==> config.mk <==
export PLATFORM = sky130hd
export DESIGN_NAME = restoring_div_seq_ctrl_flat
export DESIGN_NICKNAME = d
export VERILOG_FILES = /design/src/rtl/restoring_div_seq_ctrl_if.sv /design/src/rtl/restoring_div_seq_ctrl.sv /design/src/flat_wrapper.sv
export SDC_FILE = /design/constraint.sdc
export NUM_CORES = 1
export LEC_CHECK = 0
export CAP_MARGIN = 20
export CORE_MARGIN = 3
export CORE_UTILIZATION = 50
export CTS_BUF_LIST = sky130_fd_sc_hd__clkbuf_8
export CTS_CLUSTER_DIAMETER = 150
export DETAILED_ROUTE_END_ITERATION = 7
export GPL_ROUTABILITY_DRIVEN = 0
export PLACE_DENSITY = 0.78
export SKIP_LAST_GASP = 1
export SLEW_MARGIN = 15
export SYNTH_ARGS = -nofsm -noshare
export SYNTH_HDL_FRONTEND = slang
export SYNTH_SLANG_ARGS = --single-unit
==> constraint.sdc <==
create_clock -name clk -period 2.7 [get_ports clk]
set_input_delay 0.27 -clock clk [delete_from_list [all_inputs] [get_ports clk]]
set_output_delay 0.27 -clock clk [all_outputs]
set_load 0.01 [all_outputs]
==> src/rtl/restoring_div_seq_ctrl_if.sv <==
// Operand/result handshake bundle for the sequential restoring divider.
// The divider core is the slave; the requesting engine and result consumer together form the master side.
interface restoring_div_seq_ctrl_if #(
  parameter int unsigned N = 4,
  parameter int unsigned M = 2
);
  localparam int unsigned Q = N - M + 1;

  logic         in_valid;
  logic         in_ready;
  logic [N-1:0] in_dividend;
  logic [M-1:0] in_divisor;
  logic         abort;
  logic         out_valid;
  logic         out_ready;
  logic [Q-1:0] out_q;
  logic [N-1:0] out_rem;
  logic         out_dz;
  logic         out_ovf;
  logic         busy;

  modport slave (
    input  in_valid, in_dividend, in_divisor, abort, out_ready,
    output in_ready, out_valid, out_q, out_rem, out_dz, out_ovf, busy
  );

  modport master (
    output in_valid, in_dividend, in_divisor, abort, out_ready,
    input  in_ready, out_valid, out_q, out_rem, out_dz, out_ovf, busy
  );
endinterface

==> src/rtl/restoring_div_seq_ctrl.sv <==
// Sequential restoring divider: one quotient bit per RUN cycle, valid/ready on both sides,
// divide-by-zero and quotient overflow flagged up front instead of iterating.
module restoring_div_seq_ctrl #(
  parameter int unsigned N = 4,
  parameter int unsigned M = 2
) (
  input  logic                    clk,
  input  logic                    rst,
  restoring_div_seq_ctrl_if.slave bus
);
  localparam int unsigned Q  = N - M + 1;
  localparam int unsigned W  = N + 1;
  localparam int unsigned SW = (Q > 1) ? $clog2(Q) : 1;

  typedef enum logic [1:0] {S_IDLE, S_RUN, S_DONE} state_t;

  state_t         r_state;
  logic [W-1:0]   r_r;
  logic [M-1:0]   r_d;
  logic [SW-1:0]  r_step;
  logic [Q-1:0]   r_q;
  logic           r_in_ready;
  logic           r_out_valid;
  logic           r_busy;
  logic [Q-1:0]   r_out_q;
  logic [N-1:0]   r_out_rem;
  logic           r_out_dz;
  logic           r_out_ovf;

  logic [W-1:0]   w_dvd_ext;
  logic [W-1:0]   w_dvs_shq;
  logic [W-1:0]   w_trial;
  logic [W-1:0]   w_t;
  logic           w_t_neg;
  logic [Q-1:0]   w_q_next;
  logic [N-1:0]   w_rem_next;

  // D<<Q spans exactly M+Q = N+1 bits, so the overflow compare never loses divisor bits.
  assign w_dvd_ext = {1'b0, bus.in_dividend};
  assign w_dvs_shq = {{(W-M){1'b0}}, bus.in_divisor} << Q;
  assign w_trial   = {{(W-M){1'b0}}, r_d} << r_step;
  assign w_t       = r_r - w_trial;
  assign w_t_neg   = w_t[W-1];

  always_comb begin
    w_q_next = r_q;
    for (int unsigned i = 0; i < Q; i++) begin
      if (r_step == SW'(i)) w_q_next[i] = ~w_t_neg;
    end
    w_rem_next = w_t_neg ? r_r[N-1:0] : w_t[N-1:0];
  end

  always_ff @(posedge clk) begin
    if (rst) begin
      r_state     <= S_IDLE;
      r_r         <= '0;
      r_d         <= '0;
      r_step      <= '0;
      r_q         <= '0;
      r_in_ready  <= 1'b1;
      r_out_valid <= 1'b0;
      r_busy      <= 1'b0;
      r_out_q     <= '0;
      r_out_rem   <= '0;
      r_out_dz    <= 1'b0;
      r_out_ovf   <= 1'b0;
    end else begin
      case (r_state)
        S_IDLE: begin
          if (bus.in_valid) begin
            r_r        <= w_dvd_ext;
            r_d        <= bus.in_divisor;
            r_step     <= SW'(Q - 1);
            r_q        <= '0;
            r_in_ready <= 1'b0;
            r_busy     <= 1'b1;
            if (bus.in_divisor == '0) begin
              r_out_dz    <= 1'b1;
              r_out_ovf   <= 1'b0;
              r_out_q     <= '1;
              r_out_rem   <= bus.in_dividend;
              r_out_valid <= 1'b1;
              r_state     <= S_DONE;
            end else if (w_dvd_ext >= w_dvs_shq) begin
              r_out_dz    <= 1'b0;
              r_out_ovf   <= 1'b1;
              r_out_q     <= '1;
              r_out_rem   <= bus.in_dividend;
              r_out_valid <= 1'b1;
              r_state     <= S_DONE;
            end else begin
              r_out_dz  <= 1'b0;
              r_out_ovf <= 1'b0;
              r_state   <= S_RUN;
            end
          end
        end
        S_RUN: begin
          if (bus.abort) begin
            r_in_ready <= 1'b1;
            r_busy     <= 1'b0;
            r_state    <= S_IDLE;
          end else begin
            r_q <= w_q_next;
            if (!w_t_neg) r_r <= w_t;
            if (r_step == '0) begin
              r_out_q     <= w_q_next;
              r_out_rem   <= w_rem_next;
              r_out_valid <= 1'b1;
              r_state     <= S_DONE;
            end else begin
              r_step <= r_step - 1'b1;
            end
          end
        end
        S_DONE: begin
          if (bus.out_ready || bus.abort) begin
            r_out_valid <= 1'b0;
            r_in_ready  <= 1'b1;
            r_busy      <= 1'b0;
            r_state     <= S_IDLE;
          end
        end
        default: begin
          r_in_ready  <= 1'b1;
          r_out_valid <= 1'b0;
          r_busy      <= 1'b0;
          r_state     <= S_IDLE;
        end
      endcase
    end
  end

  assign bus.in_ready  = r_in_ready;
  assign bus.out_valid = r_out_valid;
  assign bus.busy      = r_busy;
  assign bus.out_q     = r_out_q;
  assign bus.out_rem   = r_out_rem;
  assign bus.out_dz    = r_out_dz;
  assign bus.out_ovf   = r_out_ovf;
endmodule

==> src/flat_wrapper.sv <==
// flat-port wrapper written by rule: the top's interface ports become plain ports
module restoring_div_seq_ctrl_flat 
#(
  parameter int unsigned N = 4,
  parameter int unsigned M = 2
)
  (clk, rst, bus_in_valid, bus_in_dividend, bus_in_divisor, bus_abort, bus_out_ready, bus_in_ready, bus_out_valid, bus_out_q, bus_out_rem, bus_out_dz, bus_out_ovf, bus_busy);
  restoring_div_seq_ctrl_if #(.N(N), .M(M)) bus_i ();
  input  logic clk;
  input  logic rst;
  input wire logic [$bits(bus_i.in_valid)-1:0] bus_in_valid;
  input wire logic [$bits(bus_i.in_dividend)-1:0] bus_in_dividend;
  input wire logic [$bits(bus_i.in_divisor)-1:0] bus_in_divisor;
  input wire logic [$bits(bus_i.abort)-1:0] bus_abort;
  input wire logic [$bits(bus_i.out_ready)-1:0] bus_out_ready;
  output wire logic [$bits(bus_i.in_ready)-1:0] bus_in_ready;
  output wire logic [$bits(bus_i.out_valid)-1:0] bus_out_valid;
  output wire logic [$bits(bus_i.out_q)-1:0] bus_out_q;
  output wire logic [$bits(bus_i.out_rem)-1:0] bus_out_rem;
  output wire logic [$bits(bus_i.out_dz)-1:0] bus_out_dz;
  output wire logic [$bits(bus_i.out_ovf)-1:0] bus_out_ovf;
  output wire logic [$bits(bus_i.busy)-1:0] bus_busy;
  assign bus_i.in_valid = bus_in_valid;
  assign bus_i.in_dividend = bus_in_dividend;
  assign bus_i.in_divisor = bus_in_divisor;
  assign bus_i.abort = bus_abort;
  assign bus_i.out_ready = bus_out_ready;
  assign bus_in_ready = bus_i.in_ready;
  assign bus_out_valid = bus_i.out_valid;
  assign bus_out_q = bus_i.out_q;
  assign bus_out_rem = bus_i.out_rem;
  assign bus_out_dz = bus_i.out_dz;
  assign bus_out_ovf = bus_i.out_ovf;
  assign bus_busy = bus_i.busy;
  restoring_div_seq_ctrl #(.N(N), .M(M)) u_core (.clk(clk), .rst(rst), .bus(bus_i));
endmodule
==> results of run 1 <==
[metrics by stage]
stage / hold WS [ns] / total power, µW
finish: 0.4846 / 1187
floorplan: 0.4175 / 734.6
CTS: 0.4846 / 1185
global route: 0.5093 / 1259
detailed placement: 0.4728 / 865.9
global placement: 0.4608 / 845.3
[registers in the layout (all words and copies together) (netlist names)]
register              cells
u_core.bus.in_ready       1
u_core.r_step             2
u_core.bus.out_rem        4
u_core.bus.out_q          3
u_core.r_state            2
u_core.r_d                2
u_core.r_r                4
u_core.bus.out_valid      1
u_core.bus.out_dz         1
u_core.bus.busy           1
u_core.r_q                2
u_core.bus.out_ovf        1
[cell usage in the layout (no fill, tap or decap), types with 2 or more instances in the layout]
| cell | count |
|---|---|
| ha_1 | 8 |
| or2_2 | 2 |
| nand2_1 | 11 |
| a22oi_1 | 2 |
| xor2_1 | 2 |
| a311oi_1 | 2 |
| and2_1 | 2 |
| o21ai_0 | 9 |
| mux2i_1 | 4 |
| and3_1 | 2 |
| nand3_1 | 3 |
| nor2_1 | 26 |
| dfxtp_1 | 23 |
| a21oi_1 | 15 |
| a311oi_2 | 2 |
| inv_1 | 7 |
| nand2b_1 | 10 |
| o31ai_1 | 2 |
| a31oi_1 | 4 |
| clkdlybuf4s50_1 | 22 |
| clkbuf_8 | 3 |
| xnor2_1 | 2 |
| a211oi_1 | 8 |
| buf_4 | 4 |
| nor3_1 | 8 |
[final cells by class]
cell class	instances	area, µm²	share of cell area (%)
tap	30	37.54	2.125
multi-input combinational	136	899.6	50.92
inverter	7	26.28	1.487
clock buffer	3	41.29	2.337
clock inverter	1	30.03	1.700
timing repair buffer	26	250.2	14.16
sequential	24	481.7	27.27
[critical path, cell delays in order (launching register included)]
cell      delay (ns)
dfxtp_2         0.40
inv_1           0.07
and3_1          0.15
ha_1            0.21
fa_1            0.41
nand2b_1        0.17
a21oi_1         0.16
xor2_1          0.08
buf_4           0.19
a21boi_4        0.24
mux2i_1         0.23
nor2_1          0.05
[layer usage]
metal | GRT usage (%) | wire [µm] | vias to the layer above
met1 | 22.75 | 1396 | 620
met4 | 11.39 | 85 | 0
met3 | 4.752 | 187 | 12
met2 | 35.96 | 1731 | 39
li1 | - | - | 666
met5 | 0 | 0 | -
[worst max path at each step]
stage                     slack, ns               start  cells past startpoint                     to
after floorplan                0.16    u_core.r_step[1]                     11  u_core.bus.out_rem[1]
after global placement         0.17    u_core.r_step[0]                     11          u_core.r_r[0]
after detailed placement       0.05  bus_in_dividend[3]                      9  u_core.bus.out_rem[1]
after CTS                      0.05    u_core.r_step[0]                     11          u_core.r_r[0]
after global routing          0.008    u_core.r_step[0]                     11          u_core.r_r[2]
final                          0.22    u_core.r_step[0]                     11          u_core.r_r[0]
[logic make-up after synthesis]
family | count (synthesis)
AOI/OAI and AO/OA | 51
xor gates and xnor gates | 4
adders and majority gates | 9
buffers and inverters | 19
DFF | 24
muxes | 5
and+or+nand+nor | 67
[power breakdown]
group / switching, µW / total, µW / internal [µW]
Combinational: 235 / 430 / 195
Sequential: 38.9 / 436 / 398
Clock: 122 / 320 / 199
[what timing repair did]
item	CTS	global route
endpoints found under the setup margin	0	7
setup buffers	0	0
gates resized for setup	0	2
hold endpoints to repair	0	0
==> metrics.txt, run 1 <==
VDD IR max 0.5177 mV; Die Ht 59.88 µm; Ports 23; initial antenna violation count 0; max_slew headroom 36.57%; setup-violating endpoint count in the final report 0; clock-pin slew on the worst setup and hold paths 0.09 ns; Post-Syn Nets 199; Area contributors post-synth dfxtp_1 33%, ha_1 6.9%, nor2_1 6.7%, a21oi_1 5.2%, nand2b_1 4.3%; max_cap viols 0; Post-Synth Simple-Gate Area 22.59%; Max Clk Rate 402.7 MHz; reg2reg start u_core.r_step[0]; drt drc 0; area share of the largest cell type after synthesis 33.10%; largest net degree at the start of global routing 25; hold path start u_core.r_d[0]; FF-to-FF End u_core.r_r[0]; compound-gate portion of the synthesized area 24.48%; placed insts 223; final number of hold-violating endpoints 0; critical path peak fanout 12; startpoint class of the critical path register; Hold Path Cell Cnt 2; Skew-Pair Late Insertion Delay 0.27 ns; number of synthesized flops with an enable pin 0; status finished, final reports clean; Routed wire per std cell 14.98 µm; Adder-Cell Fraction of Synth Area 8.276%; row cnt 18; design area 1767 µm²; total number of H-tree levels 1; Tmin final 2.483 ns; Num CTS Buffers 3; Cell Area, Placed 1687 µm²; number of fillers in the final layout 237; largest area contributor in the netlist dfxtp_1; cell area after synthesis 1451 µm²; die area 3585 µm²; Root Driver clkbuf_8; Cells after Synth 179; max-slew violations 0; Non-Filler Instances 227; total number of vias 1337; Core Area 2613 µm²; Antenna Violating Nets Remaining 0; top post-synthesis cells by count 26 x nor2_1, 24 x dfxtp_1, 15 x a21oi_1; Synthesis Warnings 0; grt ovf 0; DP HPWL 2607 µm; ant diodes 0; final core utilization 67.62%; Post-synth top flop dfxtp_1; largest family of logic cells by synthesized area compound AO/OA/AOI/OAI gates; Max Root-Sink Buffers 2; Port Buffer Count 22; first-pass detailed-route iteration total 4; # clock sinks 24; syn avg cell area 8.108 µm²; Synth async-reset ratio 0%; first-pass GRT wire length 5623 µm; Fin Setup TNS 0 ns; Reg2Reg Depth 11; pwr/cell area 671.6 nW/µm²; CTS tree done; Worst EP arrival 2.62 ns; post-synthesis mux area share 3.707%; initial core utilization 55.56%; crit end category register; sequential area share after synthesis 33.10%; CP Class reg2reg; worst slew pin tran 0.9484 ns; area grow syn2layout 21.72%; fin crit share 91.97%; layout cells sized above 1 9.137%; leak pwr 0.0006573 µW; Unique masters post-synth 37; number of global-route vias before repair 1367; RSZ-0062 raised after global routing false; Starting DRT DRC Count 89; die width 59.88 µm; setup slack after layout 0.2167 ns; reg2reg setup slack 0.22 ns; count leader, synth nor2_1; post-synthesis register bit count 24; GRT Total Usage 20.62%; setup slack at placement 0.04746 ns; worst min-delay path class reg2reg; drt total wl 3401 µm; Hold Path Sink u_core.r_d[0]; final net count 218; Worst EP required 2.84 ns; Layout Skew 0.006505 ns; post-DR vias/cell 5.890; CTS Hold Bufs 0; xor-xnor portion of the synthesized cell area 2.414%
(Power assumes the default switching activity.)
==> run 2: changes to the inputs <==
--- a/config.mk
+++ b/config.mk
@@ -7,12 +7,13 @@
 export LEC_CHECK = 0
 export CAP_MARGIN = 20
 export CORE_MARGIN = 3
-export CORE_UTILIZATION = 50
+export CORE_UTILIZATION = 58
 export CTS_BUF_LIST = sky130_fd_sc_hd__clkbuf_8
 export CTS_CLUSTER_DIAMETER = 150
 export DETAILED_ROUTE_END_ITERATION = 7
+export DONT_BUFFER_PORTS = 1
 export GPL_ROUTABILITY_DRIVEN = 0
-export PLACE_DENSITY = 0.78
+export PLACE_DENSITY = 0.76
 export SKIP_LAST_GASP = 1
 export SLEW_MARGIN = 15
 export SYNTH_ARGS = -nofsm -noshare
==> run 2 against run 1 <==
Effect of this change: total power fell by 13%; critical path type unchanged; global-route usage up 0.089 points; worst setup slack worse by 0.054 ns; via count is 9.3% lower; clock power decreased by 25%; fmax shrank 2.1%; sequential share of layout area is 4.8 points higher; clock skew fell by 0.0031 ns; non-clock buffer count shrank 25; final cell count down 12%; sequential power rose by 4%.
==> metrics.txt, run 2 (synthesis results as in run 1) <==
die width 56.03 µm (-6.4%); max_cap viols 0 (unchanged); first-pass GRT wire length 5216 µm (-7.2%); clock-pin slew on the worst setup and hold paths 0.08 ns (about the same); Port Buffer Count 0 (-100%); number of fillers in the final layout 212 (-11%); pwr/cell area 682.9 nW/µm² (+1.7%); GRT Total Usage 20.71% (+0.089 points); Starting DRT DRC Count 51 (-43%); CTS tree done; setup-violating endpoint count in the final report 0 (unchanged); initial core utilization 63.18% (+7.6 points); drt drc 0 (unchanged); Max Root-Sink Buffers 2 (unchanged); Layout Skew 0.003380 ns (-0.003125 ns); fin crit share 93.96% (+2.0 points); critical path peak fanout 12 (unchanged); initial antenna violation count 0 (unchanged); Worst EP arrival 2.70 ns (+0.08 ns); most frequent cells in the layout 26 x nor2_1, 22 x dfxtp_1, 15 x a21oi_1; Worst EP required 2.86 ns (+0.02 ns); final number of hold-violating endpoints 0 (unchanged); number of global-route vias before repair 1159 (-15%); Fin Setup TNS 0 ns (unchanged); grt ovf 0 (unchanged); VDD IR max 0.5080 mV (-1.9%); CTS Hold Bufs 0 (unchanged); first-pass detailed-route iteration total 4 (unchanged); Worst Path Buf+Inv 2 (unchanged); final core utilization 65.47% (-2.2 points); design area 1504 µm² (-15%); DP HPWL 2328 µm (-11%); Multi-input gate area 897.1 µm² (-0.28%); total number of vias 1213 (-9.3%); total number of H-tree levels 1 (unchanged); Skew-Pair Late Insertion Delay 0.26 ns (about the same); Ports 23 (unchanged); layout cells sized above 1 9.884% (+0.75 points); RSZ-0062 raised after global routing false; worst slew pin tran 0.6250 ns (-0.3235 ns); status finished, final reports clean; critical-path cell list inv_1 -> and3_1 -> ha_1 -> fa_1 -> nand2b_1 -> a21oi_1 -> xor2_1 -> buf_4 -> a21boi_2 -> mux2i_1 -> nor2_1; Core Area 2297 µm² (-12%); area grow syn2layout 3.621%; startpoint class of the critical path register; CP Class reg2reg; leak pwr 0.0005511 µW (-16%); flip-flop and latch area 483.0 µm² (+0.26%); row cnt 17 (-1); max-slew violations 0 (unchanged); Slowest-stage cell, CP fa_1; drt total wl 3005 µm (-12%); Antenna Violating Nets Remaining 0 (unchanged); cell family with most CP delay adder cells; crit end category register; final net count 193 (-11%); Die Ht 56.03 µm (-6.4%); Max Clk Rate 394.2 MHz (-2.1%); Tmin final 2.537 ns (+0.05376 ns); post-DR vias/cell 6.065 (+3.0%); Routed wire per std cell 15.03 µm (+0.28%); # clock sinks 24 (unchanged); max_slew headroom 58.25% (+22 points); Num CTS Buffers 3 (unchanged); CP peak stage delay 0.40 ns (about the same); ant diodes 0 (unchanged); Root Driver clkbuf_8; Cell Area, Placed 1441 µm² (-15%); most common cell after layout, fill and taps aside nor2_1; worst min-delay path class in2reg; die area 3139 µm² (-12%); largest net degree at the start of global routing 25 (unchanged)
## run 2: cell types whose count changed in the layout (fill, tap and decap cells not counted)
cell	delta
dfxtp_1	-1
buf_4	-3
nor3_2	+1
bufinv_16	-1
dfxtp_2	+1
a21boi_4	-1
a21boi_2	+1
clkbuf_8	+1
nor3_1	-1
clkdlybuf4s50_1	-22
## run 2: power breakdown
group	leakage [µW]	switching (µW)	internal [µW]	total, µW
clock	0.0000288	109	130	239
combinational	0.000324	195	140	335
sequential	0.000198	55.1	398	453
total	0.000551	359	668	1030
## run 2: final timing paths
| kind | start | end | slack, ns | cells past startpoint |
|---|---|---|---|---|
| min | rst | u_core.r_step[1] | 0.07 | 1 |
| max | u_core.r_step[1] | u_core.r_r[0] | 0.16 | 11 |
| min reg2reg | u_core.r_d[0] | u_core.r_d[0] | 0.51 | 2 |
| max reg2reg | u_core.r_step[1] | u_core.r_r[0] | 0.16 | 11 |
## run 2: timing repair
item | 4_1_cts | 5_1_grt
endpoints found under the setup margin | 0 | 7
gates resized for setup | 0 | 3
setup buffers | 0 | 0
## run 2: layer usage
metal | track usage (%) | vias up | routed length [µm]
li1 | - | 619 | -
met1 | 27.66 | 565 | 1455
met2 | 30.88 | 23 | 1331
met3 | 6.032 | 6 | 173
met4 | 8.814 | 0 | 46
met5 | 0 | - | 0
## run 2: stage by stage
stage | hold slack, ns | power (µW) | setup WS (ns) | instances
global placement | 0.3411 | 778.6 | 0.2439 | 196
finish | 0.06685 | 1027 | 0.1630 | 200
global route | 0.05349 | 1103 | 0.02009 | 200
CTS | 0.06183 | 1026 | 0.08269 | 200
floorplan | 0.4175 | 734.6 | 0.1623 | 179
detailed placement | 0.3437 | 789.0 | 0.09742 | 196
## run 2: final cells by class
type	instances	area share, %
inverter	7	1.747
sequential	24	32.11
multi-input combinational	136	59.65
clock buffer	4	3.661
tap	28	2.329
timing repair buffer	1	0.4992
